**src/rtl/data_mem_pkg.sv**
```systemverilog
// Shared constants and types for the data memory arbiter slice.
package data_mem_pkg;

    localparam int unsigned ADDR_W = 6;
    localparam int unsigned DATA_W = 8;
    localparam int unsigned DEPTH  = 50;
    localparam int unsigned NPORTS = 2;

    typedef enum logic [1:0] {
        ST_IDLE  = 2'd0,
        ST_ISSUE = 2'd1,
        ST_RESP  = 2'd2
    } state_t;

    typedef logic port_id_t;

    function automatic logic addr_out_of_range(input logic [ADDR_W-1:0] addr);
        return addr >= ADDR_W'(DEPTH);
    endfunction

endpackage

```
**src/rtl/rr_arbiter2.sv**
```systemverilog
// Two-requester round-robin picker; the pointer moves past the winner on each grant.
module rr_arbiter2
    import data_mem_pkg::*;
(
    input  logic       clk,
    input  logic       rst_n,
    input  logic [1:0] req,
    input  logic       accept,
    output logic       any_c,
    output port_id_t   win_c
);

    port_id_t ptr_q;

    always_comb begin
        any_c = |req;
        win_c = (req == 2'b11) ? ptr_q : port_id_t'(req[1]);
    end

    always_ff @(posedge clk or negedge rst_n) begin
        if (!rst_n) begin
            ptr_q <= 1'b0;
        end else if (accept && any_c) begin
            ptr_q <= ~win_c;
        end
    end

endmodule

```
**src/rtl/data_mem_arbiter.sv**
```systemverilog
// Two-port round-robin sequencer in front of the single-port data memory.
// Optional address bounds check: DATA_MEM_ARB_BOUNDS_CHECK_EN.
module data_mem_arbiter
    import data_mem_pkg::*;
(
    input  logic              clk,
    input  logic              rst_n,
    input  logic              p0_req,
    input  logic              p0_we,
    input  logic [ADDR_W-1:0] p0_addr,
    input  logic [DATA_W-1:0] p0_wdata,
    output logic              p0_gnt,
    output logic              p0_done,
    output logic [DATA_W-1:0] p0_rdata,
    output logic              p0_err,
    input  logic              p1_req,
    input  logic              p1_we,
    input  logic [ADDR_W-1:0] p1_addr,
    input  logic [DATA_W-1:0] p1_wdata,
    output logic              p1_gnt,
    output logic              p1_done,
    output logic [DATA_W-1:0] p1_rdata,
    output logic              p1_err,
    output logic              mem_write,
    output logic              mem_read,
    output logic [ADDR_W-1:0] mem_address,
    output logic [DATA_W-1:0] mem_data_in,
    input  logic [DATA_W-1:0] mem_data_out
);

    state_t            state_q, state_d;
    port_id_t          win_q, win_d;
    logic              we_q, we_d;
    logic              oob_q, oob_d;
    logic [1:0]        gnt_q, gnt_d;
    logic [1:0]        done_q, done_d;
    logic [1:0]        err_q, err_d;
    logic [DATA_W-1:0] rdata_q [NPORTS];
    logic [DATA_W-1:0] rdata_d [NPORTS];
    logic              mem_write_q, mem_write_d;
    logic              mem_read_q, mem_read_d;
    logic [ADDR_W-1:0] mem_address_q, mem_address_d;
    logic [DATA_W-1:0] mem_data_in_q, mem_data_in_d;

    logic              any_c;
    port_id_t          win_c;
    logic              sel_we_c;
    logic [ADDR_W-1:0] sel_addr_c;
    logic [DATA_W-1:0] sel_wdata_c;
    logic              sel_oob_c;

    rr_arbiter2 u_arb (
        .clk    (clk),
        .rst_n  (rst_n),
        .req    ({p1_req, p0_req}),
        .accept (state_q == ST_IDLE),
        .any_c  (any_c),
        .win_c  (win_c)
    );

    always_comb begin
        sel_we_c    = win_c ? p1_we    : p0_we;
        sel_addr_c  = win_c ? p1_addr  : p0_addr;
        sel_wdata_c = win_c ? p1_wdata : p0_wdata;
    end

`ifdef DATA_MEM_ARB_BOUNDS_CHECK_EN
    assign sel_oob_c = addr_out_of_range(sel_addr_c);
`else
    assign sel_oob_c = 1'b0;
`endif

    // Next-state and next-output logic; every output is registered below.
    always_comb begin
        state_d       = state_q;
        win_d         = win_q;
        we_d          = we_q;
        oob_d         = oob_q;
        gnt_d         = '0;
        done_d        = '0;
        err_d         = '0;
        rdata_d       = rdata_q;
        mem_write_d   = 1'b0;
        mem_read_d    = 1'b0;
        mem_address_d = mem_address_q;
        mem_data_in_d = mem_data_in_q;
        case (state_q)
            ST_IDLE: begin
                if (any_c) begin
                    win_d         = win_c;
                    we_d          = sel_we_c;
                    oob_d         = sel_oob_c;
                    gnt_d[win_c]  = 1'b1;
                    mem_write_d   = sel_we_c & ~sel_oob_c;
                    mem_read_d    = ~sel_we_c & ~sel_oob_c;
                    mem_address_d = sel_addr_c;
                    mem_data_in_d = sel_wdata_c;
                    state_d       = ST_ISSUE;
                end
            end
            ST_ISSUE: begin
                state_d = ST_RESP;
            end
            ST_RESP: begin
                // Registered memory read data is valid in this cycle.
                done_d[win_q] = 1'b1;
                err_d[win_q]  = oob_q;
                if (!we_q && !oob_q) begin
                    rdata_d[win_q] = mem_data_out;
                end
                state_d = ST_IDLE;
            end
            default: begin
                state_d = ST_IDLE;
            end
        endcase
    end

    always_ff @(posedge clk or negedge rst_n) begin
        if (!rst_n) begin
            state_q       <= ST_IDLE;
            win_q         <= 1'b0;
            we_q          <= 1'b0;
            oob_q         <= 1'b0;
            gnt_q         <= '0;
            done_q        <= '0;
            err_q         <= '0;
            rdata_q[0]    <= '0;
            rdata_q[1]    <= '0;
            mem_write_q   <= 1'b0;
            mem_read_q    <= 1'b0;
            mem_address_q <= '0;
            mem_data_in_q <= '0;
        end else begin
            state_q       <= state_d;
            win_q         <= win_d;
            we_q          <= we_d;
            oob_q         <= oob_d;
            gnt_q         <= gnt_d;
            done_q        <= done_d;
            err_q         <= err_d;
            rdata_q[0]    <= rdata_d[0];
            rdata_q[1]    <= rdata_d[1];
            mem_write_q   <= mem_write_d;
            mem_read_q    <= mem_read_d;
            mem_address_q <= mem_address_d;
            mem_data_in_q <= mem_data_in_d;
        end
    end

    assign p0_gnt      = gnt_q[0];
    assign p1_gnt      = gnt_q[1];
    assign p0_done     = done_q[0];
    assign p1_done     = done_q[1];
    assign p0_err      = err_q[0];
    assign p1_err      = err_q[1];
    assign p0_rdata    = rdata_q[0];
    assign p1_rdata    = rdata_q[1];
    assign mem_write   = mem_write_q;
    assign mem_read    = mem_read_q;
    assign mem_address = mem_address_q;
    assign mem_data_in = mem_data_in_q;

endmodule

```
**config.mk**
```make
export PLATFORM = sky130hd
export DESIGN_NAME = data_mem_arbiter
export DESIGN_NICKNAME = d
export VERILOG_FILES = /design/src/rtl/data_mem_pkg.sv /design/src/rtl/rr_arbiter2.sv /design/src/rtl/data_mem_arbiter.sv
export SDC_FILE = /design/constraint.sdc
export NUM_CORES = 1
export LEC_CHECK = 0
export ABC_CLOCK_PERIOD_IN_PS = 1400
export CELL_PAD_IN_SITES_DETAIL_PLACEMENT = 0
export CELL_PAD_IN_SITES_GLOBAL_PLACEMENT = 1
export CORE_AREA = 2 2 60 118
export CTS_BUF_LIST = sky130_fd_sc_hd__clkbuf_16
export CTS_CLUSTER_DIAMETER = 100
export CTS_CLUSTER_SIZE = 30
export DETAILED_ROUTE_END_ITERATION = 6
export DIE_AREA = 0 0 62 120
export PLACE_DENSITY_LB_ADDON = 0.05
export SLEW_MARGIN = 20
export SYNTH_ARGS = -nofsm -noshare
export SYNTH_HDL_FRONTEND = slang
export SYNTH_SLANG_ARGS = --single-unit
```
**constraint.sdc**
```tcl
create_clock -name clk -period 1.4 [get_ports clk]
set_clock_uncertainty 0.05 [all_clocks]
set_input_delay 0.21 -clock clk [delete_from_list [all_inputs] [get_ports clk]]
set_output_delay 0.21 -clock clk [all_outputs]
set_load 0.005 [all_outputs]
```
==> results.yml, run 1 <==
global_routing:
  global_route.overflow_total: 0
  grt_max_degree: 42
  grt_pass1_vias: 1617
  track_usage: 0.139
  antenna_found_initial: 0
  grt_pass1_wl_mm: 7.55
setup_path:
  critPathMaxStageDelay_ns: 0.37
  r2r_setup_slack_ns: 0.02
  path_buf_inv: 1
  reg2reg_to: "p1_rdata[3]"
  worstPathRequired_ns: 1.51
  crit_arrival_ns: 1.50
  crit_type: "reg -> reg"
  r2r_start: "state_q[0]"
  crit_chain: "nand2b_4, nor3_4, buf_12, mux2_4"
  worstSetupStartpointType: "flop"
  critPathLaunch: "state_q[0]"
  path_max_fanout: 8
  rr_worst_depth: 4
  crit_family: "flip-flops"
  endpoint_kind: "flop"
  cpMaxStageDelayCell: "dfrtp_1"
power:
  power_leakage_nw: 1.42
  p_per_area_mw_per_mm2: 1940
  ir_drop_uv: 752
timing:
  setup_ws_ns: 0.0175
  max_freq_ghz: 0.723
  slew_violations: 0
  finalHoldViolCount: 0
  min_period_ns: 1.38
  rsz0062_at_grt: "yes"
  setup_violations: 0
  min_period_over_period: 0.987
placement:
  port_buffers: 77
  placed_cell_area_mm2: 0.00270
  place_ws_ns: -0.224
  gp_congestion: 0.758
  dp_hpwl_mm: 3.71
die:
  rows: 42
  start_util: 0.267
  ios: 80
  core_mm2: 0.00657
  die-area_mm2: 0.00744
  fp.dieW_um: 62
  die_y_um: 120
route:
  wl_mm: 4.95
  routedWlPerCell_um: 14.9
  drtIter0Drc: 43
  viasPerCell: 4.62
  drt_first_pass_iters: 4
  drc: 0
  ant_nets: 0
  vias: 1529
layout:
  diodes: 0
  final_cell_mix: "clkdlybuf4s50_1 (44), dfrtp_1 (41), a21oi_1 (17), dlygate4sd2_1 (17)"
  synthToLayoutAreaGrowth_pct: 67.8
  fill_cells: 644
  layout-drive-gt1-share: 0.202
  multi_input_area_um2: 669
  seqCellArea_mm2: 0.00103
  nets: 285
  fin_area_mm2: 0.00295
  final_common_cell: "clkdlybuf4s50_1"
cts:
  htreeDepth: 2
  cts_root_buf: "clkbuf_16"
  clkSinkCount: 41
  cts_inserted_buffers: 5
  clock_latency_ns: 0.28
  cts_tree: "done"
  clk_path_buf_depth: 2
  cts.reportedPaths.clkPinSlew_ns: 0.06
synthesis:
  synth_warnings: 0
  ys_types: 23
  syn_inst: 151
  synthesis.area_mm2: 0.00176
  postSynthAreaPerCell_um2: 11.6
  synth.ff_latch_count: 41
  ys_seq_area_frac: 0.584
status:
  status: "finished, final reports clean"
run:
  drv_cap: 0
hold_path:
  hp-class: "in -> async"
==> worst max path at each step <==
stage	slack, ns	depth (start not counted)	endpoint
after CTS	0.001	4	p1_rdata[3]
after global routing	-0.04	4	p1_rdata[0]
after global placement	-0.20	5	mem_data_in[4]
final	0.02	4	p1_rdata[3]
after floorplan	0.05	3	p0_rdata[0]
after detailed placement	-0.22	5	mem_data_in[4]
==> logic make-up (layout without fill, tap and decap cells) <==
| group | after synthesis | in the layout | share of synthesized area |
|---|---|---|---|
| compound gates | 49 | 49 | 0.152 |
| buf+inv | 16 | 107 | 0.0556 |
| flops | 41 | 41 | 0.584 |
| mux | 16 | 16 | 0.103 |
| other cells | 1 | 2 | 0.00213 |
| simple gates | 28 | 28 | 0.104 |
==> cells in the mapped netlist <==
library cell / number / area share
a21oi_1: 17 / 0.048
a31oi_1: 15 / 0.053
and3_1: 1 / 0.0036
buf_2: 4 / 0.011
buf_4: 2 / 0.0085
buf_6: 3 / 0.019
clkbuf_1: 3 / 0.0064
conb_1: 1 / 0.0021
dfrtp_1: 41 / 0.58
inv_1: 3 / 0.0064
inv_4: 1 / 0.0036
mux2_2: 16 / 0.10
nand2_4: 1 / 0.0064
nand2b_1: 1 / 0.0036
nand2b_4: 1 / 0.0078
nand3_1: 16 / 0.046
nor2_1: 2 / 0.0043
nor2_2: 1 / 0.0036
nor2b_1: 2 / 0.0071
nor3_4: 2 / 0.019
o21a_1: 1 / 0.0043
o21ai_0: 16 / 0.046
or2_1: 1 / 0.0036
==> stage by stage <==
| stage | hold slack (ns) | total power, W | TNS, ns | instances | util |
|---|---|---|---|---|---|
| 6_report | 0.381 | 0.00571 | 0 | 331 | 0.449 |
| 5_1_grt | 0.427 | 0.00613 | -0.307 | 331 | 0.449 |
| 4_1_cts | 0.385 | 0.00576 | 0 | 329 | 0.436 |
| 3_5_place_dp | 0.149 | 0.00461 | -3.79 | 319 | 0.411 |
| 3_3_place_gp | 0.145 | 0.00455 | -3.33 | 319 | 0.411 |
| 2_1_floorplan | -0.136 | 0.00311 | 0 | 152 | - |
==> registers in the layout (all words and copies together), names as in the netlist <==
name / count
we_q: 1
mem_read: 1
win_q: 1
u_arb.ptr_q: 1
mem_data_in: 8
p1_rdata: 8
p0_rdata: 8
state_q: 2
mem_address: 6
done_q: 2
mem_write: 1
gnt_q: 2
==> worst reg2reg max path, delay by kind of cell (launching register included) <==
kind,cells,cell delay (ns)
AND/OR/NAND/NOR,2,0.38
flip-flops,1,0.37
multiplexers,1,0.30
buffers and inverters,1,0.16
==> routing by layer <==
layer | share of wire | GRT usage | vias up
met5 | 0 | 0 | -
met4 | 0.024 | 0.0731 | 0
met3 | 0.062 | 0.0409 | 9
met2 | 0.56 | 0.252 | 60
met1 | 0.36 | 0.129 | 738
li1 | - | - | 722
==> what timing repair did <==
action	CTS	global route
endpoints found under the hold margin	41	0
gates cloned	0	0
setup endpoints to repair	17	29
hold buffers	1	0
resized for setup	17	24
pin swaps	0	1
setup buffers	2	2
==> power breakdown <==
group	switching [W]	leakage, nW	internal (W)
Clock	0.000428	0.0797	0.000826
Combinational	0.000982	0.845	0.00142
Sequential	0.000307	0.491	0.00175
==> area by class of cell <==
class / count / area share
clock buffer: 5 / 0.0424
clock inverter: 2 / 0.0119
inverter: 4 / 0.00594
multi-input combinational: 95 / 0.227
sequential: 41 / 0.348
tap: 88 / 0.0374
timing repair buffer: 96 / 0.327
Power figures use the tool's default switching activity.
==> run 2, diff against run 1 <==
Settings changed: GPL_ROUTABILITY_DRIVEN from default to 0.
==> results of run 2 <==
No change in the layout: final DEF, timing and power equal those of run 1.
==> RTL edit, RTL diff (flow settings as in run 1) <==
The package constant `ADDR_W` goes from 6 to 5.
--- a/src/rtl/data_mem_pkg.sv
+++ b/src/rtl/data_mem_pkg.sv
@@ -2,5 +2,5 @@
 package data_mem_pkg;
 
-    localparam int unsigned ADDR_W = 6;
+    localparam int unsigned ADDR_W = 5;
     localparam int unsigned DATA_W = 8;
     localparam int unsigned DEPTH  = 50;
Interface: changed (resized mem_address, p0_addr and p1_addr); port bits go from 80 to 77. The function was not compared with the original's and may differ.
==> RTL edit against run 1 <==
  * Worst setup slack gained 0.026 ns
  * Power shrank 3.4%
  * Core utilization shrank 0.59 points
  * Sequential power shrank 3%
  * Synthesized area shrank 3.3%
  * Sequential cell count shrank 1
  * Critical path depth shrank 3
  * Final area shrank 1.3%
  * Routed wire length shrank 2.6%
  * Largest cell class unchanged
  * Highest routed layer unchanged
==> RTL edit: results (changes against run 1) <==
- Result of the run: completed (unchanged)
* Top delay family on crit path: buffers and inverters (was flip-flops)
* Proportion of layout cells with a drive suffix above 1: 21.99% (was 20.16%)
- Static leakage: 0.001425 uW (was 0.001416 uW)
* Met1 Track Usage GR: 13.88% (was 12.86%)
- The number of buffers added for setup after CTS was 3 (was 2).
* Crit path time final: 1.357 ns (was 1.382 ns)
- Number of DRC markers after the initial detailed-route iteration: 71 (was 43)
- Wire per inst: 14.65 um (was 14.94 um)
* Worst setup endpoint: p1_gnt (was p1_rdata[3]$_DFFE_PN0P_)
* Critical path data arrival time: 1.10 ns (was 1.50 ns)
- Top post-synthesis cells by count: sky130_fd_sc_hd__dfrtp_1 (40), sky130_fd_sc_hd__a21oi_1 (16), sky130_fd_sc_hd__mux2_2 (16) (was sky130_fd_sc_hd__dfrtp_1 (41), sky130_fd_sc_hd__a21oi_1 (17), sky130_fd_sc_hd__mux2_2 (16), sky130_fd_sc_hd__nand3_1 (16), sky130_fd_sc_hd__o21ai_0 (16))
* Final Hold Slack: 0.3743 ns (was 0.3808 ns)
- The slowest cell on the critical path was sky130_fd_sc_hd__clkdlybuf4s50_1 (was sky130_fd_sc_hd__dfrtp_1).
- The maximum number of pins on one net before global-route repair came to 41 (was 42).
- Routed length on met1: 1.772 mm (was 1.768 mm)
* Via count: 1509 (was 1529)
- Overall track demand over capacity in global routing: 13.97% (was 13.93%)
- Launching element of the worst setup path: gnt_q[1]$_DFF_PN0_ (was state_q[0]$_DFFE_PN0P_)
* # port buffers: 74 (was 77)
* Routability congestion estimate from global placement: 0.7444 (was 0.7578)
- Fraction of met2 tracks used by global routing: 24.87% (was 25.20%)
- The sum of net half-perimeters after detailed placement is 3.546 mm (was 3.713 mm).
- Number of global-route vias before repair: 1540 (was 1617)
- Top post-synthesis cells by area: sky130_fd_sc_hd__dfrtp_1 (59%), sky130_fd_sc_hd__mux2_2 (11%), sky130_fd_sc_hd__a31oi_1 (5.2%) (was sky130_fd_sc_hd__dfrtp_1 (58%), sky130_fd_sc_hd__mux2_2 (10%), sky130_fd_sc_hd__a31oi_1 (5.3%)).
- The number of nets in the layout was 280 (was 285).
* Global-route wire length before repair: 7.465 mm (was 7.548 mm)
- DR WL met2: 2.690 mm (was 2.753 mm)
* R2r setup slk: 0.05 ns (was 0.02 ns)
- The met3 routing resource usage after global routing is 4.418% (was 4.095%).
- The delay of the slowest cell on the worst path was 0.49 ns (was 0.37 ns).
- The sequential area share after synthesis is 58.91% (was 58.40%).
- Distinct cells, synth: 22 (was 23)
* Maximum fanout encountered on the critical timing path: 1 (was 8)
- Number of buffers added by the clock tree synthesis step: 5 (unchanged)
- The pre-CTS setup slack came to -0.1982 ns (was -0.2242 ns).
[RTL edit: cell count changes after synthesis]
cell,delta
sky130_fd_sc_hd__a21oi_1,-1
sky130_fd_sc_hd__a31oi_1,-1
sky130_fd_sc_hd__buf_2,-2
sky130_fd_sc_hd__clkbuf_1,+1
sky130_fd_sc_hd__clkbuf_2,+1
sky130_fd_sc_hd__dfrtp_1,-1
sky130_fd_sc_hd__nand2b_1,+1
sky130_fd_sc_hd__nand2b_4,-1
sky130_fd_sc_hd__nand3_1,-1
sky130_fd_sc_hd__nor2_1,+1
sky130_fd_sc_hd__nor2_2,-1
sky130_fd_sc_hd__o21ai_0,-1
[RTL edit: metrics by stage]
step	TNS, ns	instance area, sq um	std cells
final	0	2909	329
after CTS	0	2824	328
after floorplan	0	1710	147
after global placement	-2.755	2670	316
after global routing	0	2909	329
after detailed placement	-3.098	2670	316
[RTL edit: report_power, final]
part	internal (uW)	leakage, uW	total [uW]	switching [uW]
Clock	656	0.0000736	1100	449
Sequential	1700	0.000480	2000	291
Combinational	1440	0.000871	2420	980
[RTL edit: logic make-up after synthesis]
kind of cell	Yosys count	synth area share, %
other cells	1	0.2207
flops	40	58.91
compound gates	46	14.73
mux	16	10.60
buf+inv	16	5.669
simple gates	27	9.867
[RTL edit: worst min-delay path, stage by stage]
cell	delay (ns)
sky130_fd_sc_hd__dlygate4sd3_1	0.51
sky130_fd_sc_hd__buf_2	0.13
sky130_fd_sc_hd__buf_12	0.22
[RTL edit: area by class of cell]
| class | instances | area share [%] |
|---|---|---|
| Timing Repair Buffer | 98 | 34.06 |
| Sequential cell | 40 | 34.41 |
| Multi-Input combinational cell | 91 | 22.11 |
| Inverter | 4 | 0.6882 |
| Clock buffer | 5 | 4.301 |
| Clock inverter | 3 | 0.6452 |
| Tap cell | 88 | 3.785 |
